--- config.mk ---
export PLATFORM = sky130hd
export DESIGN_NAME = input_conditioner
export DESIGN_NICKNAME = d
export VERILOG_FILES = /design/src/rtl/input_cond_pkg.sv /design/src/rtl/input_conditioner_debounce_bit.sv /design/src/rtl/input_conditioner.sv
export SDC_FILE = /design/constraint.sdc
export NUM_CORES = 1
export LEC_CHECK = 0
export ABC_AREA = 1
export CORE_ASPECT_RATIO = 0.75
export CORE_MARGIN = 10
export CORE_UTILIZATION = 40
export DETAILED_ROUTE_END_ITERATION = 10
export GPL_TIMING_DRIVEN = 0
export PLACE_DENSITY = 0.55
export SYNTH_ARGS = -nofsm -noshare
export SYNTH_HDL_FRONTEND = slang
export SYNTH_SLANG_ARGS = --single-unit
--- constraint.sdc ---
create_clock -name clk -period 3.7 [get_ports clk]
set_input_delay 0.74 -clock clk [delete_from_list [all_inputs] [get_ports clk]]
set_output_delay 0.74 -clock clk [all_outputs]
set_load 0.01 [all_outputs]
--- src/rtl/input_cond_pkg.sv ---
// Shared widths, idle levels and default debounce length for the input conditioner.
package input_cond_pkg;

    localparam int SWIT_W                  = 3;
    localparam int BUTT_W                  = 2;
    localparam logic [SWIT_W-1:0] SWIT_IDLE = 3'b000;
    localparam logic [BUTT_W-1:0] BUTT_IDLE = 2'b11;
    localparam int DEBOUNCE_CYCLES_DEFAULT = 500000;

endpackage

--- src/rtl/input_conditioner_debounce_bit.sv ---
// One input bit: synchroniser chain, hold counter and accepted level, with
// registered edge pulses aligned to the cycle the level changes.
module debounce_bit #(
    parameter int   DEBOUNCE_CYCLES = 500000,
    parameter int   CNT_W           = 19,
    parameter int   SYNC_STAGES     = 2,
    parameter logic IDLE            = 1'b0
) (
    input  logic clk,
    input  logic rst_n,
    input  logic raw,
    output logic level,
    output logic rise,
    output logic fall
);

    localparam logic [CNT_W-1:0] LIMIT = CNT_W'(DEBOUNCE_CYCLES - 1);

    logic [SYNC_STAGES-1:0] sync_q, sync_d;
    logic [CNT_W-1:0]       cnt_q, cnt_d;
    logic                   stable_q, stable_d;
    logic                   rise_q, rise_d;
    logic                   fall_q, fall_d;
    logic                   synced;

    assign synced = sync_q[SYNC_STAGES-1];

    always_comb begin
        sync_d   = {sync_q[SYNC_STAGES-2:0], raw};
        cnt_d    = '0;
        stable_d = stable_q;
        rise_d   = 1'b0;
        fall_d   = 1'b0;
        // Any cycle where synced matches the accepted level restarts the count.
        if (synced != stable_q) begin
            if (cnt_q == LIMIT) begin
                stable_d = synced;
                rise_d   = synced;
                fall_d   = ~synced;
            end else begin
                cnt_d = cnt_q + CNT_W'(1);
            end
        end
    end

    always_ff @(posedge clk) begin
        if (!rst_n) begin
            sync_q   <= {SYNC_STAGES{IDLE}};
            cnt_q    <= '0;
            stable_q <= IDLE;
            rise_q   <= 1'b0;
            fall_q   <= 1'b0;
        end else begin
            sync_q   <= sync_d;
            cnt_q    <= cnt_d;
            stable_q <= stable_d;
            rise_q   <= rise_d;
            fall_q   <= fall_d;
        end
    end

    assign level = stable_q;
    assign rise  = rise_q;
    assign fall  = fall_q;

endmodule

--- src/rtl/input_conditioner.sv ---
// Synchronises and debounces board switches and active-low buttons.
// Define INPUT_CONDITIONER_RELEASE_PULSE_EN to add the butt_release pulse output.
module input_conditioner
    import input_cond_pkg::*;
#(
    parameter int DEBOUNCE_CYCLES = DEBOUNCE_CYCLES_DEFAULT,
    parameter int CNT_W           = 19,
    parameter int SYNC_STAGES     = 2
) (
    input  logic              clk,
    input  logic              rst_n,
    input  logic [SWIT_W-1:0] raw_swit,
    input  logic [BUTT_W-1:0] raw_butt,
    output logic [SWIT_W-1:0] swit,
    output logic [BUTT_W-1:0] butt,
    output logic [BUTT_W-1:0] butt_press
`ifdef INPUT_CONDITIONER_RELEASE_PULSE_EN
    ,
    output logic [BUTT_W-1:0] butt_release
`endif
);

    logic [SWIT_W-1:0] swit_rise_unused;
    logic [SWIT_W-1:0] swit_fall_unused;
    logic [BUTT_W-1:0] butt_rise;

    for (genvar i = 0; i < SWIT_W; i++) begin : g_swit
        debounce_bit #(
            .DEBOUNCE_CYCLES (DEBOUNCE_CYCLES),
            .CNT_W           (CNT_W),
            .SYNC_STAGES     (SYNC_STAGES),
            .IDLE            (SWIT_IDLE[i])
        ) u_bit (
            .clk   (clk),
            .rst_n (rst_n),
            .raw   (raw_swit[i]),
            .level (swit[i]),
            .rise  (swit_rise_unused[i]),
            .fall  (swit_fall_unused[i])
        );
    end

    // Buttons idle high, so a press is the accepted falling edge.
    for (genvar i = 0; i < BUTT_W; i++) begin : g_butt
        debounce_bit #(
            .DEBOUNCE_CYCLES (DEBOUNCE_CYCLES),
            .CNT_W           (CNT_W),
            .SYNC_STAGES     (SYNC_STAGES),
            .IDLE            (BUTT_IDLE[i])
        ) u_bit (
            .clk   (clk),
            .rst_n (rst_n),
            .raw   (raw_butt[i]),
            .level (butt[i]),
            .rise  (butt_rise[i]),
            .fall  (butt_press[i])
        );
    end

`ifdef INPUT_CONDITIONER_RELEASE_PULSE_EN
    assign butt_release = butt_rise;
`else
    logic [BUTT_W-1:0] butt_rise_unused;
    assign butt_rise_unused = butt_rise;
`endif

endmodule
==> reports/metrics.yaml <==
routing:
  routed_wl_um: 11900
  wire_per_inst_um: 11.5
  avgViaCountPerCell: 4.77
  drc: 0
  first_iter_violations: 322
  vias: 4960
  dr.pass1.iters: 5
  postRouteAntennaNets: 0
cts:
  clock_latency_ns: 0.35
  h-tree-depth: 3
  postCtsSetupBuffers: 0
  cts_hold_buf: 0
  cts_sinks: 112
  clkTransAtPathRegs_ns: 0.07
  clk_path_buf_depth: 2
  cts_resized: 0
  cts_buffers: 9
  cts_tree: "done"
  root_buffer: "clkbuf_16"
critical_path:
  cp.arrival_ns: 1.38
  cp.depth: 2
  ff2ff_path_depth: 7
  crit_required_ns: 2.96
  setup.worst_path.class: "register to primary output"
  start_kind: "register"
  cp_cell_sequence: "buf_4, clkdlybuf4s50_1"
  critPathMaxFanout: 4
  critPathTopFamily: "buffers and inverters"
  cpPeakStageDelay_ns: 0.53
  crit_slowest_cell: "clkdlybuf4s50_1"
  worst-path-buf-inv: 2
  crit_path_end_kind: "primary output"
  ff2ff_setup_slack_ns: 1.93
synthesis:
  yosys_warnings: 0
  synthesis.area_um2: 5630
  synth_seq_cells: 112
  synth_nets: 847
  syn_avg_cell_area_um2: 6.75
  synth_seq_area_share_pct: 39.8
  synthDistinctLibCells: 26
  synth_cells: 835
place:
  pre_cts_ws_ns: 1.29
  portBuffers: 13
  gp_congestion: 0.919
  hpwl_um: 9190
  dpl_cell_area_um2: 5980
final_layout:
  n_antenna_cell: 0
  fill_cells: 1444
  nets: 871
  drive_gt1_share_pct: 6.13
  area_growth_pct: 11.9
  final_cell_area_um2: 6300
global_routing:
  grt_max_degree: 19
  antenna_found_initial: 0
  grt_use_total_pct: 13.0
  grt_pass1_vias: 4641
  overflow: 0
  grt_pass1_wl_um: 21000
die:
  die_w_um: 157
  pin_count: 14
  fp.dieH_um: 123
  coreArea_um2: 13700
  start_util_pct: 41.0
  rows: 37
  dieArea_um2: 19300
timing:
  fin_crit_sh_pct: 57.4
  slew_violations: 0
  skew_ns: 0.00586
  holdWs_ns: 0.420
  finalHoldViolations: 0
  grt_setup_unrepaired: "false"
  tightest_slew_ns: 0.550
  tns_ns: 0
  fin_ws_ns: 1.58
  fmax_mhz: 471
  post-route-min-period_ns: 2.12
  setup_viol: 0
  slew_headroom_pct: 63.3
run_status:
  status: "completed"
power:
  ir_drop_mv: 0.244
  powerDensity_nw_per_um2: 364
  p_total_mw: 2.30
  p_leak_nw: 1.97
hold_path:
  min_path_type: "register to register"
  min_path_cells: 2
job:
  maxCapViolations: 0
-- layer usage --
metal	vias to the layer above	GRT usage, %	part of all wire, %
li1	2649	-	-
met1	2213	17.8	52
met2	85	20.2	42
met3	13	3.29	4.6
met4	0	3.26	1.2
met5	-	0	0
-- through the flow --
step | utilization [%] | cells
5_1_grt | 45.8 | 1039
3_3_place_gp | 43.5 | 1023
6_report | 45.8 | 1039
2_1_floorplan | - | 835
3_5_place_dp | 43.5 | 1023
4_1_cts | 45.8 | 1039
-- final cells by class --
| cell class | instances | area [um^2] | share of cell area (%) |
|---|---|---|---|
| multi-input combinational | 624 | 2950 | 46.9 |
| clock buffer | 10 | 229 | 3.63 |
| buffer | 13 | 113 | 1.79 |
| inverter | 86 | 324 | 5.14 |
| clock inverter | 6 | 92.6 | 1.47 |
| tap | 175 | 219 | 3.47 |
| sequential | 112 | 2240 | 35.6 |
| timing repair buffer | 13 | 130 | 2.06 |
-- cells by family after synthesis --
group	Yosys count	synth area share (%)
and+or+nand+nor	526	39.4
DFF	112	39.8
buffers and inverters	99	7.75
xor gates and xnor gates	47	7.31
AOI/OAI and AO/OA	46	4.58
adders and majority gates	5	1.11
-- cells in the mapped netlist --
| cell type | n | area (um^2) |
|---|---|---|
| o21ai_0 | 14 | 70.1 |
| o21bai_4 | 2 | 37.5 |
| or2_0 | 3 | 18.8 |
| nand3_1 | 56 | 280 |
| a21oi_1 | 30 | 150 |
| inv_2 | 1 | 3.75 |
| buf_6 | 5 | 56.3 |
| nor2_1 | 205 | 769 |
| inv_1 | 84 | 315 |
| and3_1 | 2 | 12.5 |
| clkbuf_1 | 1 | 3.75 |
| nand2_2 | 4 | 25.0 |
| nand3_2 | 6 | 60.1 |
| dfxtp_1 | 112 | 2240 |
| or2_2 | 10 | 62.6 |
| nor3_1 | 8 | 40.0 |
| nand4_1 | 26 | 163 |
| nor2_2 | 1 | 6.26 |
| ha_1 | 5 | 62.6 |
| nand2_1 | 202 | 758 |
| nand3b_1 | 2 | 15.0 |
| clkinv_2 | 1 | 5.00 |
| buf_4 | 7 | 52.6 |
| nor2_4 | 1 | 11.3 |
| xnor2_1 | 10 | 87.6 |
| xor2_1 | 37 | 324 |
-- worst reg2reg max path: stages, from the launching register on --
cell and delay, ns:
dfxtp_1 0.44, ha_1 0.22, nand3_1 0.19, nor2_1 0.20
nand3_1 0.13, nand2_2 0.22, buf_6 0.19, nor2_1 0.06
-- placed cells by master, fill, tap and decap left out --
master           instances
clkdlybuf4s50_1         13
nand4_1                 26
inv_6                    1
nor2_1                 205
nor2_2                   1
inv_1                   84
nand3_2                  6
buf_4                    7
or2_2                   10
xor2_1                  37
or2_0                    3
a21oi_1                 30
o21ai_0                 14
xnor2_1                 10
nand3b_1                 2
buf_6                    5
nor2_4                   1
clkinv_2                 1
clkbuf_1                 2
clkinvlp_4               2
clkinv_4                 1
nand3_1                 56
ha_1                     5
clkbuf_16                9
bufinv_16                2
nand2_1                202
nor3_1                   8
and3_1                   2
nand2_2                  4
inv_2                    1
dfxtp_1                112
o21bai_4                 2
-- final timing paths --
path | from | endpoint
max | g_swit[0].u_bit.level | swit[0]
min | g_swit[1].u_bit.sync_q[0] | g_swit[1].u_bit.sync_q[1]
max reg2reg | g_butt[1].u_bit.cnt_q[0] | g_butt[1].u_bit.cnt_q[5]
min reg2reg | g_swit[1].u_bit.sync_q[0] | g_swit[1].u_bit.sync_q[1]
-- power by group --
| group | internal [mW] | leakage, nW | switching [mW] |
|---|---|---|---|
| Combinational | 0.0154 | 0.916 | 0.0196 |
| Sequential | 1.21 | 0.904 | 0.00469 |
| Clock | 0.598 | 0.149 | 0.447 |
-- sequential cells by signal (all words and copies together) (netlist names) --
signal	count
g_swit.u_bit.sync_q	6
g_butt.u_bit.sync_q	4
g_butt.u_bit.level	2
g_butt.u_bit.fall	2
g_butt.u_bit.cnt_q	38
g_swit.u_bit.level	3
g_swit.u_bit.cnt_q	57
Note: power is estimated with default switching activity, not from simulation.
